**src/rtl/seq_divider.sv**
```systemverilog
// Sequential restoring divider: one quotient bit per clock, MSB first.
// Divide-by-zero bypasses the iteration and reports all-ones quotient.
module seq_divider #(
    parameter int DIVIDEND_W = 8,
    parameter int DIVISOR_W  = 4
) (
    input  logic                  clk,
    input  logic                  rst_n,
    input  logic                  start,
    input  logic [DIVIDEND_W-1:0] dividend,
    input  logic [DIVISOR_W-1:0]  divisor,
    output logic                  busy,
    output logic                  done,
    output logic [DIVIDEND_W-1:0] quotient,
    output logic [DIVISOR_W-1:0]  remainder,
    output logic                  div_by_zero
);

    localparam int CNT_W = (DIVIDEND_W > 1) ? $clog2(DIVIDEND_W) : 1;

    typedef enum logic [1:0] {IDLE, RUN, DONE} state_t;

    state_t                  state_q, state_d;
    logic [CNT_W-1:0]        cnt_q, cnt_d;
    logic [DIVIDEND_W-1:0]   dvd_q, dvd_d;
    logic [DIVIDEND_W-1:0]   qacc_q, qacc_d;
    logic [DIVIDEND_W-1:0]   quotient_q, quotient_d;
    logic [DIVISOR_W-1:0]    dsr_q, dsr_d;
    logic [DIVISOR_W-1:0]    remainder_q, remainder_d;
    logic [DIVISOR_W:0]      part_q, part_d;
    logic                    dbz_q, dbz_d;

    // One extra bit holds the shifted partial remainder, which can reach 2*divisor-1.
    logic [DIVISOR_W:0]      shifted;
    logic [DIVISOR_W:0]      diff;
    logic                    fits;

    assign shifted = {part_q[DIVISOR_W-1:0], dvd_q[DIVIDEND_W-1]};
    assign fits    = (shifted >= {1'b0, dsr_q});
    assign diff    = shifted - {1'b0, dsr_q};

    always_comb begin
        state_d     = state_q;
        cnt_d       = cnt_q;
        dvd_d       = dvd_q;
        dsr_d       = dsr_q;
        part_d      = part_q;
        qacc_d      = qacc_q;
        quotient_d  = quotient_q;
        remainder_d = remainder_q;
        dbz_d       = dbz_q;

        case (state_q)
            IDLE, DONE: begin
                if (start) begin
                    dvd_d  = dividend;
                    dsr_d  = divisor;
                    cnt_d  = '0;
                    part_d = '0;
                    qacc_d = '0;
                    if (divisor == '0) begin
                        state_d     = DONE;
                        quotient_d  = '1;
                        remainder_d = '0;
                        dbz_d       = 1'b1;
                    end else begin
                        state_d = RUN;
                    end
                end else if (state_q == DONE) begin
                    state_d = IDLE;
                end
            end
            RUN: begin
                part_d = fits ? diff : shifted;
                qacc_d = {qacc_q[DIVIDEND_W-2:0], fits};
                dvd_d  = {dvd_q[DIVIDEND_W-2:0], 1'b0};
                cnt_d  = cnt_q + 1'b1;
                // Results are published together with the final step.
                if (cnt_q == CNT_W'(DIVIDEND_W - 1)) begin
                    state_d     = DONE;
                    quotient_d  = qacc_d;
                    remainder_d = part_d[DIVISOR_W-1:0];
                    dbz_d       = 1'b0;
                end
            end
            default: state_d = IDLE;
        endcase
    end

    always_ff @(posedge clk or negedge rst_n) begin
        if (!rst_n) begin
            state_q     <= IDLE;
            cnt_q       <= '0;
            dvd_q       <= '0;
            dsr_q       <= '0;
            part_q      <= '0;
            qacc_q      <= '0;
            quotient_q  <= '0;
            remainder_q <= '0;
            dbz_q       <= 1'b0;
        end else begin
            state_q     <= state_d;
            cnt_q       <= cnt_d;
            dvd_q       <= dvd_d;
            dsr_q       <= dsr_d;
            part_q      <= part_d;
            qacc_q      <= qacc_d;
            quotient_q  <= quotient_d;
            remainder_q <= remainder_d;
            dbz_q       <= dbz_d;
        end
    end

    assign busy        = (state_q == RUN);
    assign done        = (state_q == DONE);
    assign quotient    = quotient_q;
    assign remainder   = remainder_q;
    assign div_by_zero = dbz_q;

endmodule

```
**config.mk**
```make
export PLATFORM = sky130hd
export DESIGN_NAME = seq_divider
export DESIGN_NICKNAME = d
export VERILOG_FILES = /design/src/rtl/seq_divider.sv
export SDC_FILE = /design/constraint.sdc
export NUM_CORES = 1
export LEC_CHECK = 0
export ABC_CLOCK_PERIOD_IN_PS = 2600
export CORE_UTILIZATION = 52
export CTS_BUF_LIST = sky130_fd_sc_hd__clkbuf_16
export DETAILED_ROUTE_END_ITERATION = 6
export GPL_ROUTABILITY_DRIVEN = 0
export HOLD_SLACK_MARGIN = 0.15
export PLACE_DENSITY = 0.78
export SLEW_MARGIN = 5
export SYNTH_ARGS = -nofsm -noshare
export SYNTH_HDL_FRONTEND = slang
export SYNTH_SLANG_ARGS = --single-unit
```
**constraint.sdc**
```tcl
create_clock -name clk -period 2.6 [get_ports clk]
set_clock_uncertainty 0.05 [all_clocks]
set_input_delay 0.39 -clock clk [delete_from_list [all_inputs] [get_ports clk]]
set_output_delay 0.39 -clock clk [all_outputs]
set_load 0.1 [all_outputs]
```
==> results of run 1 <==
==> path summary, 6_finish.rpt <==
| path | cells after the start | start | to | slack (ns) |
|---|---|---|---|---|
| min | 1 | rst_n | remainder[2] | 0.17 |
| min in group clk | 2 | remainder[1] | remainder[1] | 0.43 |
| max | 6 | part_q[1] | part_q[1] | 0.53 |
| min reg2reg | 2 | remainder[1] | remainder[1] | 0.43 |
| max reg2reg | 6 | part_q[1] | part_q[1] | 0.53 |
| max in group asynchronous | 1 | rst_n | cnt_q[0] | 1.79 |
==> cell usage in the layout, fill, tap and decap left out <==
cell type        netlist  final
inv_2                  2      2
o21ai_1                2      2
a22o_1                 5      5
nand2b_1               1      1
a21oi_2                1      1
dfrtp_1               41     41
clkdlybuf4s50_1        0     13
a21oi_4                1      1
nand2_1               36     36
a211oi_4               1      1
o211ai_1               2      2
xnor2_1                1      1
o21ai_2                5      5
mux2_4                 2      2
o21ai_0               12     12
or2_2                  1      1
buf_12                 0      1
and2b_1                1      1
clkinv_1               0      2
nor2_1                 4      4
o22ai_1                1      1
nor2b_2                0      1
nand3_1                1      1
nor4_1                 1      1
fa_1                   1      1
buf_2                  2      1
ha_1                   6      6
clkinv_2               0      1
a21oi_1                8      8
inv_1                  6      6
o22a_1                 7      7
nor2b_1                2      1
clkbuf_16              0      5
and2_1                 1      1
mux2_2                 1      1
buf_4                  0     20
o221a_2                1      1
o21a_1                 2      2
mux2i_1                7      7
==> per-layer routing <==
layer,up-vias,GRT usage,share of wire
met5,-,0,0
met4,0,0.0889,0.015
met3,6,0.0777,0.051
met2,46,0.376,0.49
met1,652,0.301,0.44
li1,656,-,-
==> cells by family (layout without fill, tap and decap cells) <==
| kind of cell | after synthesis | after routing | synth area share |
|---|---|---|---|
| muxes | 10 | 10 | 0.0601 |
| xor gates and xnor gates | 1 | 1 | 0.00473 |
| DFF | 41 | 41 | 0.554 |
| AOI/OAI and AO/OA | 48 | 48 | 0.190 |
| adders and majority gates | 7 | 7 | 0.0514 |
| buffers and inverters | 15 | 51 | 0.0318 |
| and+or+nand+nor | 48 | 48 | 0.108 |
==> state kept, by name, summed over array words and instances (netlist names) <==
register and count:
part_q 4, remainder 4, quotient 8, state_q 2
cnt_q 3, dvd_q 8, div_by_zero 1, dsr_q 4
qacc_q 7
==> stage by stage <==
stage               utilization  area, um^2  cells  hold WS, ns  setup WS (ns)
CTS                       0.692        2330    252        0.207          0.543
floorplan                     -        1850    170       0.0444          0.442
global route              0.692        2330    252        0.260          0.387
finish                    0.692        2330    252        0.174          0.531
global placement          0.651        2190    244        0.411          0.604
detailed placement        0.651        2190    244        0.419          0.521
==> layout make-up <==
class	instances	area, um^2	area share
sequential	41	1030	0.441
tap	46	57.6	0.0247
clock buffer	5	125	0.0538
clock inverter	3	12.5	0.00538
inverter	8	30.0	0.0129
multi-input combinational	114	769	0.331
timing repair buffer	35	305	0.131
==> impl_metrics.ini, run 1 <==
[drt]
wl_um = 3790
drt_iter0_markers = 66
viasPerCell = 5.40
ant_nets = 0
drc = 0
first_pass_iters = 4
vias = 1360
wl_per_cell_um = 15.0

[clock_tree]
cts_tree = yes
clk_latency_ns = 0.28
post_cts_buffers = 0
clk_pin_slew_ns = 0.06
clock_path_buffers = 2
cts_buffers = 5
postCtsHoldBufs = 0
ctsHtreeMaxLevel = 2
cts_root_buf = clkbuf_16
clkSinkCount = 41
cts_resized = 0

[timing]
setup_violations = 0
drv_slew = 0
hold_viol_final = 0
post-route-period-util = 0.796
tightest_slew_ns = 0.860
fmax_mhz = 483
period_needed_ns = 2.07
maxSlewHeadroom = 0.427
setup_tns_ns = 0
rsz0062_at_grt = no

[yosys]
yosysUniqueCellTypes = 34
synth.largest_area_cell = dfrtp_1
synth_nets = 192
synthCells = 170
ys.flop_type = dfrtp_1
synthesis.area_um2 = 1850
synth.area.top_cells = dfrtp_1 (55%), nand2_1 (7.3%), ha_1 (4.1%)
synthTopCellsByCount = dfrtp_1 (41), nand2_1 (36), o21ai_0 (12), a21oi_1 (8)
ys_ff_latch = 41
ys_warn_count = 0
async_reset_ff_frac = 1.00
synth_edf_count = 0
synth_seq_area_share = 0.554
synth.top_cell.area_share = 0.554
avgSynthCellArea_um2 = 10.9
yosysMostFrequentCell = dfrtp_1

[run]
cap_violations = 0

[run_status]
status = completed

[hold_path]
hold_class = input pin to asynchronous set/reset pin

[final_layout]
n_antenna_cell = 0
nNetsFinal = 227
fillerInstances = 277
drive_gt1_frac = 0.214
syn2layout_area_growth_pct = 25.6

[critical_path]
path_common_cell = o21ai_2
critical_path.max_stage_delay_ns = 0.41
crit_buf_inv = 0
worstPathArrival_ns = 2.23
start_kind = flop
cp-end-kind = flop
critPathMaxFanout = 5
cpLargestDelayFamily = compound AO/OA/AOI/OAI gates
path_class = flop to flop
crit_path_cell_trace = ha_1 -> a21oi_4 -> o21ai_2 -> a211oi_4 -> mux2_4 -> o21ai_2
cp_slowest_cell = dfrtp_1
cp.required_ns = 2.76

[floorplan]
die_h_um = 61.7
rows = 21
fp.coreArea_um2 = 3360
design.portCount = 30
die_area_um2 = 3800
die_width_um = 61.7
initial_core_util = 0.551

[grt]
overflow = 0
grt_pass1_vias = 1317
grt_pass1_wl_um = 6270
grt_max_degree = 42
antenna_found_initial = 0
grt_usage = 0.237

[place]
dp_hpwl_um = 2600
port_buffers = 29
Power of run 1 is not shown: default switching activity piles up to over one toggle a cycle in this logic, so the estimate is an artifact.
==> run 2: changes to the inputs <==
--- a/config.mk
+++ b/config.mk
@@ -5,13 +5,13 @@
 export SDC_FILE = /design/constraint.sdc
 export NUM_CORES = 1
 export LEC_CHECK = 0
-export ABC_CLOCK_PERIOD_IN_PS = 2600
-export CORE_UTILIZATION = 52
+export ABC_CLOCK_PERIOD_IN_PS = 1870
+export CORE_UTILIZATION = 47
 export CTS_BUF_LIST = sky130_fd_sc_hd__clkbuf_16
 export DETAILED_ROUTE_END_ITERATION = 6
 export GPL_ROUTABILITY_DRIVEN = 0
 export HOLD_SLACK_MARGIN = 0.15
-export PLACE_DENSITY = 0.78
+export PLACE_DENSITY = 0.74
 export SLEW_MARGIN = 5
 export SYNTH_ARGS = -nofsm -noshare
 export SYNTH_HDL_FRONTEND = slang
==> constraint.sdc (replaced) <==
create_clock -name clk -period 1.87 [get_ports clk]
set_clock_uncertainty 0.05 [all_clocks]
set_input_delay 0.2805 -clock clk [delete_from_list [all_inputs] [get_ports clk]]
set_output_delay 0.2805 -clock clk [all_outputs]
set_load 0.1 [all_outputs]
==> run 2 against run 1 <==
The flow now finishes with violations (negative setup slack); worst setup slack got worse by 0.56 ns; non-clock buffer count is 14 higher; highest routed layer unchanged; first-iteration DRC count down 12%; clock-buffer cell count unchanged.
==> impl_metrics.ini, run 2 (synthesized netlist as in run 1, its figures left out) <==
[final_layout]
nNetsFinal = 241
drive_gt1_frac = 0.286
fillerInstances = 288
final_common_cell = dfrtp_1
n_antenna_cell = 0
syn2layout_area_growth_pct = 34.3
layout_common_cells = dfrtp_1 (41), nand2_1 (35), buf_4 (32)

[timing]
maxSlewHeadroom = 0.597
drv_slew = 0
rsz0062_at_grt = yes
fmax_mhz = 526
tightest_slew_ns = 0.603
post-route-period-util = 1.02
hold_viol_final = 0
setup_ws_ns = -0.0325
period_needed_ns = 1.90
setup_tns_ns = -0.0788
setup_violations = 6

[grt]
grt_max_degree = 42
grt_usage = 0.219
grt_pass1_vias = 1478
overflow = 0
grt_pass1_wl_um = 6720
antenna_found_initial = 0

[critical_path]
worstPathArrival_ns = 2.02
critical_path.max_stage_delay_ns = 0.40
cp-end-kind = flop
cp_slowest_cell = dfrtp_1
cp.required_ns = 1.99
path_class = flop to flop
cpLargestDelayFamily = compound AO/OA/AOI/OAI gates
crit_buf_inv = 1
crit_path_cell_trace = ha_4 -> and2b_1 -> o21ai_2 -> buf_4 -> o221a_4 -> o211ai_1 -> a22o_1
critPathMaxFanout = 2
start_kind = flop

[clock_tree]
clk_latency_ns = 0.29
ctsHtreeMaxLevel = 2
cts_root_buf = clkbuf_16
clkSinkCount = 41
cts_buffers = 5
clock_path_buffers = 2
clk_pin_slew_ns = 0.06
cts_tree = yes

[hold_path]
hold_class = flop to flop

[drt]
viasPerCell = 5.33
vias = 1428
drt_iter0_markers = 58
wl_um = 3920
ant_nets = 0
wl_per_cell_um = 14.6
drc = 0
first_pass_iters = 4

[floorplan]
rows = 22
fp.coreArea_um2 = 3720
die_width_um = 64.8
design.portCount = 30
die_h_um = 64.8
die_area_um2 = 4200
initial_core_util = 0.498

[place]
port_buffers = 29
dp_hpwl_um = 2750
place_ws_ns = -0.103

[run_status]
violations = negative setup slack
status = finished, violations left

[run]
cap_violations = 0
run 2: changes by cell type in the layout (fill, tap and decap cells not counted), moves of 2 or more:
cell   previous run  this run
buf_4            20        32
ha_1              6         4
ha_4              0         2
inv_1             6         4
inv_2             2         4
run 2: layout make-up:
class                   instances  area [um^2]  share of cell area
well taps                      48         60.1              0.0241
inverters                       8         30.0              0.0121
repair buffers                 49          425               0.171
flip-flops and latches         41         1030               0.412
clock inverters                 3         12.5             0.00503
clock buffers                   5          125              0.0503
multi-input cells             114          808               0.325
run 2: worst register-to-register path, delay by kind of cell, from the launching register on:
family                     cells  cell delay, ns
adders and majority gates      1            0.27
DFF                            1            0.40
AOI/OAI and AO/OA              4            0.73
buffers and inverters          1            0.15
and+or+nand+nor                1            0.19
run 2: metal layers:
metal,track usage,vias to the layer above,part of all wire
met2,0.362,39,0.50
met3,0.0722,8,0.044
met5,0,-,0
met4,0.0917,0,0.018
li1,-,689,-
met1,0.258,692,0.43
run 2: worst paths after layout:
kind / from / endpoint / slack (ns) / depth (start not counted)
setup / recovery: dsr_q[0] / part_q[3] / -0.03 / 7
hold / removal: quotient[3] / quotient[3] / 0.44 / 1
setup reg to reg: dsr_q[0] / part_q[3] / -0.03 / 7
hold reg to reg: quotient[3] / quotient[3] / 0.44 / 1
max in group asynchronous: rst_n / quotient[1] / 0.88 / 3
min in group asynchronous: rst_n / dsr_q[2] / 0.53 / 3
run 2: stage by stage:
step | area, um^2 | std cells | utilization | hold slack [ns]
final | 2490 | 268 | 0.669 | 0.438
after global routing | 2490 | 268 | 0.669 | 0.455
after CTS | 2450 | 264 | 0.661 | 0.440
after detailed placement | 2270 | 255 | 0.612 | 0.319
after global placement | 2270 | 255 | 0.612 | 0.313
after floorplan | 1860 | 170 | - | -0.0651
run 2: timing repair:
action / in CTS / in global routing
buffers inserted: 0 / 4
hold buffers: 1 / 0
gates resized for setup: 5 / 1
endpoints found under the setup margin: 8 / 8
pin swaps: 5 / 3
endpoints found under the hold margin: 41 / 0
Power of run 2 is left out for the same reason.
==> run 3: changes to the inputs <==
--- a/config.mk
+++ b/config.mk
@@ -11,7 +11,8 @@
 export DETAILED_ROUTE_END_ITERATION = 6
 export GPL_ROUTABILITY_DRIVEN = 0
 export HOLD_SLACK_MARGIN = 0.15
-export PLACE_DENSITY = 0.74
+export PLACE_DENSITY = 0.81
+export SETUP_SLACK_MARGIN = 0.1
 export SLEW_MARGIN = 5
 export SYNTH_ARGS = -nofsm -noshare
 export SYNTH_HDL_FRONTEND = slang
==> run 3 against run 2 <==
The run still ends with negative setup slack left; global-route usage fell by 0.57 points; first-iteration DRC count rose by 19%; sequential cell count did not move; die area did not move; core utilization rose by 0.81 points; worst setup slack got worse by 0.035 ns; non-clock buffer count fell by 3; final area rose by 1.2%; critical path depth fell by 1; critical endpoint is now remainder[1]; largest cell class unchanged.
==> impl_metrics.ini, run 3 (synthesized netlist as in run 1, its figures left out) <==
[final_layout]
layout_common_cells = dfrtp_1 (40), nand2_1 (35), buf_4 (28)
drive_gt1_frac = 0.300
fillerInstances = 270
final_common_cell = dfrtp_1
stdcell_count = 265
nNetsFinal = 238
syn2layout_area_growth_pct = 35.9
n_antenna_cell = 0

[drt]
ant_nets = 0
wl_per_cell_um = 15.4
drt_iter0_markers = 69
first_pass_iters = 4
vias = 1420
viasPerCell = 5.36
drc = 0
wl_um = 4070

[clock_tree]
ctsHtreeMaxLevel = 2
clkSinkCount = 41
cts_tree = yes
cts_buffers = 5
clk_pin_slew_ns = 0.06
cts_root_buf = clkbuf_16
clk_latency_ns = 0.28
clock_path_buffers = 2

[timing]
setup_violations = 8
period_needed_ns = 1.94
setup_tns_ns = -0.318
setup_ws_ns = -0.0674
maxSlewHeadroom = 0.576
tightest_slew_ns = 0.633
fmax_mhz = 516
drv_slew = 0
post-route-period-util = 1.04
hold_viol_final = 0
rsz0062_at_grt = yes

[floorplan]
initial_core_util = 0.498
design.portCount = 30
fp.coreArea_um2 = 3720
rows = 22
die_h_um = 64.8
die_area_um2 = 4200
die_width_um = 64.8

[critical_path]
cp-end-kind = flop
path_class = flop to flop
worstPathArrival_ns = 2.09
start_kind = flop
cp.required_ns = 2.02
critPathMaxFanout = 4

[grt]
antenna_found_initial = 0
grt_pass1_wl_um = 6740
grt_max_degree = 24
overflow = 0
grt_usage = 0.213
grt_pass1_vias = 1466

[run]
cap_violations = 0

[place]
port_buffers = 29
dp_hpwl_um = 2820
dpl.cell_count = 249

[hold_path]
hold_class = flop to flop

[run_status]
status = finished, violations left
violations = negative setup slack
==> run 3: cell count changes in the layout (fill, tap and decap cells not counted), sizes merged <==
cell and change:
clkinv -2, inv +1, bufinv +1, buf -3
==> run 3: worst paths after layout <==
kind	from	to	slack, ns	cells past startpoint
worst min register to register	dvd_q[1]	dvd_q[2]	0.43	2
worst max-delay path	part_q[1]	remainder[1]	-0.07	6
min in group asynchronous	rst_n	quotient[7]	0.45	2
max in group asynchronous	rst_n	cnt_q[1]	0.78	3
worst max register to register	part_q[1]	remainder[1]	-0.07	6
worst min-delay path	dvd_q[1]	dvd_q[2]	0.43	2
==> run 3: final cells by class <==
cell class | instances | area [um^2] | area share
Sequential cell | 41 | 1030 | 0.408
Multi-Input combinational cell | 114 | 826 | 0.328
Timing Repair Buffer | 46 | 407 | 0.162
Clock buffer | 5 | 125 | 0.0497
Tap cell | 48 | 60.1 | 0.0239
Clock inverter | 3 | 42.5 | 0.0169
Inverter | 8 | 30.0 | 0.0119
==> run 3: timing repair <==
action                                  in CTS  in global routing
hold buffers                                 1                  0
hold endpoints to repair                    21                  0
gates resized for setup                      3                  7
endpoints found under the setup margin       8                 17
gates cloned                                 0                  0
buffers inserted                             4                  3
pin swaps                                    1                  2
==> run 3: per-layer routing <==
layer / global-route usage / share of wire / vias to the layer above
li1: - / - / 684
met2: 0.342 / 0.50 / 40
met3: 0.0651 / 0.053 / 6
met5: 0 / 0 / -
met4: 0.0722 / 0.015 / 0
met1: 0.271 / 0.44 / 690
==> run 3: critical path, stage by stage (launching register included) <==
cell      delay (ns)
dfrtp_2         0.44
ha_4            0.25
a21oi_4         0.20
o21ai_4         0.10
a211oi_4        0.34
mux2_4          0.36
o21ai_2         0.13
==> run 3: through the flow <==
step           cell area, um^2  utilization  worst slack, ns  hold slack [ns]
6_report                  2520        0.677          -0.0674            0.434
5_1_grt                   2520        0.677           -0.129            0.468
4_1_cts                   2470        0.666          -0.0323            0.438
3_5_place_dp              2250        0.606          -0.0677            0.228
3_3_place_gp              2250        0.606           0.0584            0.217
2_1_floorplan             1880            -           0.0995          -0.0651
Power of run 3 is left out for the same reason.
